## src/rtl/fir_coef_loader.sv

```systemverilog
// fir_coef_loader: buffers NTAPS coefficients written by the host and streams them gap-free,
// one per clock in index order, onto the serial cfg_din/cfg_ce load port of the FIR filter.
// Optional feature macro: COEF_LOADER_SYM_EN adds i_sym_mode for mirrored (linear-phase) loads.
module fir_coef_loader #(
  parameter int unsigned NTAPS  = 21,
  parameter int unsigned COEF_W = 25,
  parameter int unsigned AW     = 5
) (
  input  logic              i_clk,
  input  logic              i_reset_n,
  input  logic              i_wr_en,
  input  logic [AW-1:0]     i_wr_addr,
  input  logic [COEF_W-1:0] i_wr_data,
  output logic              o_wr_err,
  input  logic              i_start,
`ifdef COEF_LOADER_SYM_EN
  input  logic              i_sym_mode,
`endif
  output logic              o_busy,
  output logic              o_done,
  output logic [COEF_W-1:0] o_cfg_din,
  output logic              o_cfg_ce
);

  typedef enum logic [1:0] {StIdle, StRead, StDrain, StDone} state_e;

  localparam logic [AW-1:0] LastIdx = AW'(NTAPS - 1);

  state_e            r_state, w_state_d;
  logic [COEF_W-1:0] r_mem [NTAPS];
  logic [AW-1:0]     r_idx;
  logic [AW-1:0]     w_rd_addr;
  logic              w_wr_ok;
  logic              r_wr_err, r_busy, r_done, r_cfg_ce;
  logic [COEF_W-1:0] r_cfg_din;

  // Writes only land while idle and in range; anything else is reported via wr_err.
  assign w_wr_ok = i_wr_en && (r_state == StIdle) && (i_wr_addr <= LastIdx);

`ifdef COEF_LOADER_SYM_EN
  logic          r_sym;
  logic [AW-1:0] w_mirror;

  assign w_mirror  = LastIdx - r_idx;
  // Mirrored mode reads entry min(i, NTAPS-1-i).
  assign w_rd_addr = (r_sym && (r_idx > w_mirror)) ? w_mirror : r_idx;

  // Capture the mode together with an accepted start; it holds for the whole load.
  always_ff @(posedge i_clk or negedge i_reset_n) begin
    if (!i_reset_n) begin
      r_sym <= 1'b0;
    end else if (r_state == StIdle && i_start) begin
      r_sym <= i_sym_mode;
    end
  end
`else
  assign w_rd_addr = r_idx;
`endif

  // Next-state logic.
  always_comb begin
    w_state_d = r_state;
    unique case (r_state)
      StIdle:  if (i_start) w_state_d = StRead;
      StRead:  if (r_idx == LastIdx) w_state_d = StDrain;
      StDrain: w_state_d = StDone;
      StDone:  w_state_d = StIdle;
      default: w_state_d = StIdle;
    endcase
  end

  // State, read index and registered outputs; the read register doubles as cfg_din.
  always_ff @(posedge i_clk or negedge i_reset_n) begin
    if (!i_reset_n) begin
      r_state   <= StIdle;
      r_idx     <= '0;
      r_wr_err  <= 1'b0;
      r_busy    <= 1'b0;
      r_done    <= 1'b0;
      r_cfg_ce  <= 1'b0;
      r_cfg_din <= '0;
    end else begin
      r_state  <= w_state_d;
      r_wr_err <= i_wr_en && !w_wr_ok;
      r_busy   <= (w_state_d != StIdle);
      r_done   <= (w_state_d == StDone);
      r_cfg_ce <= (r_state == StRead);
      if (r_state == StRead) begin
        r_cfg_din <= r_mem[w_rd_addr];
        r_idx     <= (r_idx == LastIdx) ? '0 : r_idx + 1'b1;
      end else begin
        r_cfg_din <= '0;
      end
    end
  end

  // Coefficient buffer write port; contents survive reset.
  always_ff @(posedge i_clk) begin
    if (w_wr_ok) begin
      r_mem[i_wr_addr] <= i_wr_data;
    end
  end

  assign o_wr_err  = r_wr_err;
  assign o_busy    = r_busy;
  assign o_done    = r_done;
  assign o_cfg_ce  = r_cfg_ce;
  assign o_cfg_din = r_cfg_din;

endmodule

```

## config.mk

```make
export PLATFORM = sky130hd
export DESIGN_NAME = fir_coef_loader
export DESIGN_NICKNAME = d
export VERILOG_FILES = /design/src/rtl/fir_coef_loader.sv
export SDC_FILE = /design/constraint.sdc
export NUM_CORES = 1
export LEC_CHECK = 0
export ABC_AREA = 1
export CORE_MARGIN = 10
export CORE_UTILIZATION = 65
export DETAILED_ROUTE_END_ITERATION = 10
export PLACE_DENSITY = 0.87
export SKIP_CTS_REPAIR_TIMING = 1
export SLEW_MARGIN = 20
export SYNTH_ARGS = -nofsm -noshare
export SYNTH_HDL_FRONTEND = slang
export SYNTH_SLANG_ARGS = --single-unit
```

## constraint.sdc

```tcl
create_clock -name i_clk -period 4.5 [get_ports i_clk]
set_input_delay 0.675 -clock i_clk [delete_from_list [all_inputs] [get_ports i_clk]]
set_output_delay 0.675 -clock i_clk [all_outputs]
set_load 0.02 [all_outputs]
```

After elaboration in Yosys (flattened, before gate mapping) --
Memory sizes are Yosys's and may differ from the RTL's. Cells that the tools add are included.
Cells by class: add/sub/neg operators 1, magnitude comparators 1, equality and inequality tests 5, multiplexer cells 7, reduce and logical (&&, ||, !) cells 6
Operators by type and width (count):
- $mux 25 | 1
- $pmux 2 s4 | 1
- $eq 2x2->1 const B | 3
- $add 5x1->5 const B | 1
- $eq 5x5->1 const B | 1
- $le 5x5->1 const B | 1
- $mux 5 | 1
- $mux 2 | 2
- $logic_and 1x1->1 | 3
- $eq 2x1->1 const B | 1
- $logic_not 2->1 | 1
- $mux 1 | 2
- $reduce_bool 2->1 | 1
- $logic_not 1->1 | 1
Storage, ports and cells: register bits 36, RAM bits 525, input port bits 34, output and inout port bits 29, word-level logic and storage cells 28, memories 1
Memories:
- r_mem | words 21, bits a word 25, read ports 1, clocked after Yosys merged registers in 0, wr ports 1, line 30 | logic [COEF_W-1:0] r_mem [NTAPS];

Longest topological paths before layout --
Gate-level depths: netlist of run 1.
word-level depth 5, mapped depth 11, depth with buffers taken out 9

Least setup slack after synthesis of run 1 --
Ideal clock, no wire load.
kind input -> register, start point in i_wr_addr[1], end point mem r_mem[11][0] (enable), library setup time 0.407 ns, arrival 2.294 ns, required time 4.093 ns, slack 1.799 ns, stages on the path 7, buffers on the path 0, cells stage by stage nor2_1 > o21ai_0 > nand2_1 > nand2_1 > inv_1 > nand3_1 > nor2_1
On the way: cells in the longest elaborated chain, start to end 4
RTL lines:
- from (decl) | line 12 | input logic [AW-1:0] i_wr_addr,
- $le 5x5->1 | line 38 | assign w_wr_ok = i_wr_en && (r_state == StIdle) && (i_wr_addr <= LastIdx);
- $logic_and 1x1->1 | line 38
- $mux 1 | line 99 | if (w_wr_ok) begin
- $mux 1 (not written as such) | line 100 | r_mem[i_wr_addr] <= i_wr_data;
- to (decl) | line 30
Parallel ways exist; a longest one is shown, timed or not.

Final worst setup path of run 1 --
start point reg r_idx[1], end point reg r_cfg_din[11], in the netlist o_cfg_din[11]
On the way: cells in the longest elaborated chain, start to end 2
RTL lines:
- from (decl) | line 31 | logic [AW-1:0] r_idx;
- from (signal assigned) | line 90 | r_idx <= (r_idx == LastIdx) ? '0 : r_idx + 1'b1;
- $mem_v2 21x25
- $mux 25 | line 88 | if (r_state == StRead) begin
- to (signal assigned) | line 89 | r_cfg_din <= r_mem[w_rd_addr];
- to (decl) | line 35 | logic [COEF_W-1:0] r_cfg_din;
Every way passes these cells. A chain may end at the register's enable or synchronous reset.

==> out/metrics.csv, run 1 <==
metric;value;unit
core area;35700;µm²
hold violation count in the final report;0;
Root Buffer Master;sky130_fd_sc_hd__clkbuf_16;
outcome;completed;
wire length of the first global-routing pass;89900;µm
Post-synth EDFFs;525;
largest area contributor in the netlist;sky130_fd_sc_hd__edfxtp_1;
TritonCTS buffer count;54;
effective utilization at floorplan;66.1;%
PortBufs;62;
category of the critical setup timing path;register to register;
per-instance average area after synthesis;10.6;µm²
Reg2Reg Launch Point;r_idx[1]$_DFFE_PN0P_;
worst-case reg-to-reg path depth;8;
clock slew at the register clock pins of the worst setup and hold paths;0.06;ns
Worst-Margin Slew;1.20;ns
share of cells above drive strength 1;5.70;%
crit path launch;r_idx[1]$_DFFE_PN0P_;
worst setup slack for register-to-register paths;1.43;ns
P&R area growth vs syn;11.2;%
share of flip-flops with an asynchronous set or reset after synthesis;6.42;%
prevailing post-synth register cell;sky130_fd_sc_hd__edfxtp_1;
kind of start point of the critical path;register;
count of warnings emitted by yosys;0;
count of routing violations after the opening detailed-route iteration;2674;
total power per unit cell area;595;nW/µm²
count of pins on the block boundary;63;
number of buffers on the longest clock path;3;
most common library cells after synthesis;sky130_fd_sc_hd__nand2_1 (730), sky130_fd_sc_hd__edfxtp_1 (525), sky130_fd_sc_hd__inv_1 (359);
Post-DP HPWL;35100;µm
part of the Yosys area used for sequential elements;70.7;%
initial antenna violation count;2;
horizontal die dimension;210;µm
total nets after synthesis;2259;
largest net degree at the start of global routing;170;
maximum fanout count along the critical path;69;
GRT Overall Usage;26.7;%
required arrival time at the worst endpoint;4.93;ns
instance count of the mapped netlist;2223;
Total Die Area;44300;µm²
Final setup violation count;0;
First-pass DRT Iterations;6;
count of nets left with antenna violations after detail routing;0;
area of placed instances;24500;µm²
Final TNS setup;0;ns
synthesis-stage register bit count;561;
min-delay worst type;input pin to asynchronous set/reset pin;
count of vias placed by the detailed router;16099;
final standard cell area without fillers;26200;µm²
share of the cycle needed by the critical path after routing;68.1;%
last weighted congestion value of the routability-driven placer;0.954;
largest cells by area after synthesis;sky130_fd_sc_hd__edfxtp_1 (67%), sky130_fd_sc_hd__nand2_1 (12%), sky130_fd_sc_hd__inv_1 (5.7%);
upper clock frequency limit;326;MHz
Synth Cell Area;23600;µm²
total number of nets in the final design;2292;
setup repair after global routing missed its margin;no;
number of cell rows;69;
top-count cell post-synth;sky130_fd_sc_hd__nand2_1;
Chip Height;210;µm
Worst Setup EP;o_cfg_din[11]$_DFF_PN0_;
total congestion overflow;0;
clock tree from TritonCTS;done;
number of vias per cell after detailed routing;5.83;
critical register-to-register path endpoint;o_cfg_din[11]$_DFF_PN0_;
number of max-slew violations in the final report;0;
data arrival time at the worst-slack endpoint;3.49;ns
H-Tree Depth;2;
later-pin clock latency in the skew report;0.58;ns
total DRC errors in the routed layout;0;
number of global-route vias before repair;15832;
count of max-cap constraint violations;0;
area fraction of the dominant cell type after synthesis;66.9;%
library cells used by synthesis;24;
drt wl/cell;21.6;µm
Sinks on Clock Net;561;
max-slew headroom at the worst pin;19.6;%
maximum resistive drop on vdd;0.553;mV
Clock Skew;0.0208;ns
kind of capture point of the worst setup path;register;
leakage dissipation;11.0;nW
time the worst path needs with I/O delays and setup;3.07;ns
aggregate routed wire length;59600;µm
critical path: stages, from the launching register on:
cell and delay (ns):
sky130_fd_sc_hd__dfrtp_4 0.96, sky130_fd_sc_hd__inv_4 0.51, sky130_fd_sc_hd__buf_4 0.40, sky130_fd_sc_hd__nand3_1 0.12, sky130_fd_sc_hd__nand2_1 0.12, sky130_fd_sc_hd__nand2_1 0.08
sky130_fd_sc_hd__nand2_1 0.09, sky130_fd_sc_hd__o21ai_1 0.39, sky130_fd_sc_hd__a21oi_1 0.14
per-layer routing:
metal	global-route usage, %	wire length [µm]	up-vias	part of all wire (%)
li1	-	-	7235	-
met1	35.2	20800	7521	35
met2	42.1	27300	1166	46
met3	6.84	8980	177	15
met4	10.2	2490	0	4.2
met5	0	0	-	0
cell usage in the layout, fill, tap and decap left out, types with 11 or more instances in the layout:
cell type,count
sky130_fd_sc_hd__nand3_1,182
sky130_fd_sc_hd__nand2_1,729
sky130_fd_sc_hd__inv_1,359
sky130_fd_sc_hd__clkdlybuf4s50_1,53
sky130_fd_sc_hd__clkbuf_1,18
sky130_fd_sc_hd__nor2_1,111
sky130_fd_sc_hd__clkbuf_16,57
sky130_fd_sc_hd__o221ai_1,15
sky130_fd_sc_hd__buf_4,15
sky130_fd_sc_hd__a21oi_1,28
sky130_fd_sc_hd__edfxtp_1,525
sky130_fd_sc_hd__nor2_4,17
sky130_fd_sc_hd__o22ai_1,11
sky130_fd_sc_hd__o21ai_1,35
sky130_fd_sc_hd__o21ai_0,53
sky130_fd_sc_hd__dfrtp_1,34
final cells by class:
class                           instances  area (µm²)
Sequential cell                       561       16700
Fill cell                            2142        9440
Multi-Input combinational cell       1195        5130
Clock buffer                           80        1560
Inverter                              364        1370
Timing Repair Buffer                   80         748
Tap cell                              461         577
Clock inverter                         19         140
Antenna cell                            1        2.50
metrics by stage:
| step | util, % | power (W) | worst slack (ns) | hold slack, ns | instances |
|---|---|---|---|---|---|
| global placement | 68.8 | 0.0109 | 1.06 | 0.512 | 2661 |
| CTS | 73.6 | 0.0154 | 1.58 | 0.214 | 2760 |
| detailed placement | 68.8 | 0.0111 | 1.05 | 0.506 | 2661 |
| global route | 73.5 | 0.0162 | 1.35 | 0.257 | 2760 |
| floorplan | - | 0.00939 | 1.80 | 0.379 | 2223 |
| finish | 73.5 | 0.0156 | 1.43 | 0.189 | 2761 |
state kept, by name (all words and copies together) (netlist names):
signal,flops
r_mem,525
o_cfg_din,25
r_idx,5
r_state,2
o_busy,1
o_cfg_ce,1
o_done,1
o_wr_err,1
worst min-delay path by stage:
stage                         endpoint  slack (ns)  depth (start not counted)
2_1_floorplan         o_busy$_DFF_PN0_        0.38                          0
3_3_place_gp          o_done$_DFF_PN0_        0.51                          1
3_5_place_dp          o_done$_DFF_PN0_        0.51                          1
4_1_cts               o_busy$_DFF_PN0_        0.21                          1
5_1_grt         o_cfg_din[7]$_DFF_PN0_        0.26                          1
6_report       o_cfg_din[21]$_DFF_PN0_        0.19                          1
power breakdown:
part	total, W	internal, W	switching (W)	leakage [nW]
clock network	0.00436	0.00250	0.00186	0.830
registers	0.00610	0.00588	0.000217	5.16
logic	0.00513	0.00140	0.00374	5.01
total	0.0156	0.00979	0.00581	11.0
cell families (layout without fill, tap and decap cells):
| logic type | count (synthesis) | in the layout | synth area share [%] |
|---|---|---|---|
| AO/OA/AOI/OAI | 143 | 143 | 3.34 |
| flip-flops | 561 | 561 | 70.7 |
| adder cells (fa/ha/maj) | 2 | 2 | 0.106 |
| other | 0 | 1 | 0 |
| AND/OR/NAND/NOR | 1050 | 1050 | 17.8 |
| buffers and inverters | 467 | 543 | 8.11 |
No activity file was read; power rests on OpenSTA's default activity.
==> run 2, diff against run 1 <==
--- a/config.mk
+++ b/config.mk
@@ -7,9 +7,9 @@
 export LEC_CHECK = 0
 export ABC_AREA = 1
 export CORE_MARGIN = 10
-export CORE_UTILIZATION = 65
+export CORE_UTILIZATION = 56
 export DETAILED_ROUTE_END_ITERATION = 10
-export PLACE_DENSITY = 0.87
+export PLACE_DENSITY = 0.8
 export SKIP_CTS_REPAIR_TIMING = 1
 export SLEW_MARGIN = 20
 export SYNTH_ARGS = -nofsm -noshare
==> constraint.sdc (replaced) <==
create_clock -name i_clk -period 2.8 [get_ports i_clk]
set_input_delay 0.42 -clock i_clk [delete_from_list [all_inputs] [get_ports i_clk]]
set_output_delay 0.42 -clock i_clk [all_outputs]
set_load 0.02 [all_outputs]
==> run 2 against run 1 <==
Hold slack gained 0.16 ns. Combinational power grew 69%. Global-route usage is 3.0 points lower. Via count grew 0.47%. Largest power group unchanged. Total power increased by 62%. Clock skew grew 0.015 ns. Cell count is 4.8% higher. Critical endpoint unchanged. Die area increased by 14%.
==> out/metrics.csv, run 2 (synthesis gave the netlist of run 1 again) <==
metric;value;unit
critical register-to-register path endpoint;o_cfg_din[11]$_DFF_PN0_;
largest net degree at the start of global routing;85;
PortBufs;62;
maximum resistive drop on vdd;1.03;mV
TritonCTS buffer count;54;
total congestion overflow;0;
commonest non-fill, non-tap cell in the layout;sky130_fd_sc_hd__nand2_1;
First-pass DRT Iterations;6;
effective utilization at floorplan;56.5;%
wire length of the first global-routing pass;90500;µm
flip-flop and latch area;16700;µm²
time the worst path needs with I/O delays and setup;2.39;ns
Root Buffer Master;sky130_fd_sc_hd__clkbuf_16;
Final TNS setup;0;ns
later-pin clock latency in the skew report;0.63;ns
top library cells by usage in the layout, fill and taps aside;sky130_fd_sc_hd__nand2_1 (730), sky130_fd_sc_hd__edfxtp_1 (525), sky130_fd_sc_hd__inv_1 (358);
smallest hold slack;0.353;ns
min-delay worst type;input pin to register;
non-filler instance count after layout;2894;
number of max-slew violations in the final report;0;
required arrival time at the worst endpoint;3.28;ns
horizontal die dimension;225;µm
maximum fanout count along the critical path;28;
Post-DP HPWL;36300;µm
clock tree from TritonCTS;done;
Reg2Reg Launch Point;r_idx[4]$_DFFE_PN0P_;
Chip Height;225;µm
hold-critical path endpoint;o_wr_err$_DFF_PN0_;
Final setup violation count;0;
Sinks on Clock Net;561;
largest register by flop count;r_mem;
number of cells after detailed placement;2796;
hold_sp;i_wr_en;
number of flip-flops under the largest register name;525;
count of vias placed by the detailed router;16175;
number of vias per cell after detailed routing;5.59;
kind of start point of the critical path;register;
total number of nets in the final design;2350;
outcome;completed;
Clock Skew;0.0360;ns
category of the critical setup timing path;register to register;
Worst-Margin Slew;0.930;ns
worst setup slack for register-to-register paths;0.41;ns
fillcell total;2936;
data arrival time at the worst-slack endpoint;2.87;ns
max-slew headroom at the worst pin;37.6;%
setup repair after global routing missed its margin;no;
count of pins on the block boundary;63;
core area;41800;µm²
drt wl/cell;20.8;µm
aggregate routed wire length;60100;µm
clock slew at the register clock pins of the worst setup and hold paths;0.06;ns
kind of capture point of the worst setup path;register;
number of instances on the worst hold path;3;
number of cell rows;75;
initial antenna violation count;1;
leakage dissipation;11.4;nW
number of buffers on the longest clock path;3;
count of nets left with antenna violations after detail routing;0;
Total Die Area;50700;µm²
share of cells above drive strength 1;7.56;%
upper clock frequency limit;419;MHz
worst-case reg-to-reg path depth;5;
total DRC errors in the routed layout;0;
number of global-route vias before repair;15470;
hold violation count in the final report;0;
total power per unit cell area;932;nW/µm²
last weighted congestion value of the routability-driven placer;0.957;
count of routing violations after the opening detailed-route iteration;2398;
share of the cycle needed by the critical path after routing;85.2;%
H-Tree Depth;2;
GRT Overall Usage;23.7;%
P&R area growth vs syn;15.1;%
multi-input combinational cell area;5150;µm²
count of max-cap constraint violations;0;
==> run 2: power by group <==
part	switching [W]	internal (W)
combinational	0.00617	0.00250
clock	0.00305	0.00396
sequential	0.000164	0.00945
==> run 2: per-layer routing <==
layer | wire, µm | global-route usage (%) | vias up
li1 | - | - | 7360
met2 | 27100 | 36.0 | 1067
met4 | 2580 | 10.8 | 0
met5 | 0 | 0 | -
met3 | 7470 | 4.98 | 119
met1 | 23000 | 32.4 | 7629
==> run 2: critical path, cell delays in order, from the launching register on <==
cell                       delay [ns]
sky130_fd_sc_hd__dfrtp_1         0.39
sky130_fd_sc_hd__clkinv_1        0.74
sky130_fd_sc_hd__buf_4           0.54
sky130_fd_sc_hd__nor2_1          0.13
sky130_fd_sc_hd__o21ai_1         0.07
sky130_fd_sc_hd__a21oi_1         0.37
==> run 2: worst max-delay path by stage <==
stage | cells past startpoint | slack (ns) | from | endpoint
final | 5 | 0.41 | r_idx[4]$_DFFE_PN0P_ | o_cfg_din[11]$_DFF_PN0_
after global placement | 10 | 0.37 | i_wr_addr[0] | r_mem[0][1]$_DFFE_PP_
after CTS | 9 | 0.46 | r_idx[0]$_DFFE_PN0P_ | o_cfg_din[23]$_DFF_PN0_
after global routing | 9 | 0.29 | r_idx[0]$_DFFE_PN0P_ | o_cfg_din[15]$_DFF_PN0_
after floorplan | 7 | 0.35 | i_wr_addr[1] | r_mem[11][0]$_DFFE_PP_
after detailed placement | 10 | 0.32 | i_wr_addr[0] | r_mem[0][19]$_DFFE_PP_
==> run 2: cell type report <==
cell class | count | share of cell area [%]
Timing Repair Buffer | 138 | 5.81
Tap cell | 539 | 2.49
Clock inverter | 29 | 0.950
Sequential cell | 561 | 61.5
Clock buffer | 67 | 5.24
Multi-Input combinational cell | 1195 | 19.0
Antenna cell | 1 | 0.00922
Inverter | 364 | 5.06
==> run 2: metrics by stage <==
stage	instance area, µm²	utilization [%]	setup WS (ns)	power (W)
final	27100	65.0	0.413	0.0253
after global routing	27100	65.0	0.286	0.0264
after floorplan	23600	-	0.354	0.0151
after detailed placement	25400	60.9	0.317	0.0182
after CTS	27100	64.9	0.460	0.0252
after global placement	25400	60.9	0.372	0.0179
==> run 3, diff against run 2 <==
--- a/config.mk
+++ b/config.mk
@@ -6,6 +6,7 @@
 export NUM_CORES = 1
 export LEC_CHECK = 0
 export ABC_AREA = 1
+export CAP_MARGIN = 20
 export CORE_MARGIN = 10
 export CORE_UTILIZATION = 56
 export DETAILED_ROUTE_END_ITERATION = 10
==> results of run 3 <==
The final DEF is identical to that of run 2; final timing and power are the same.
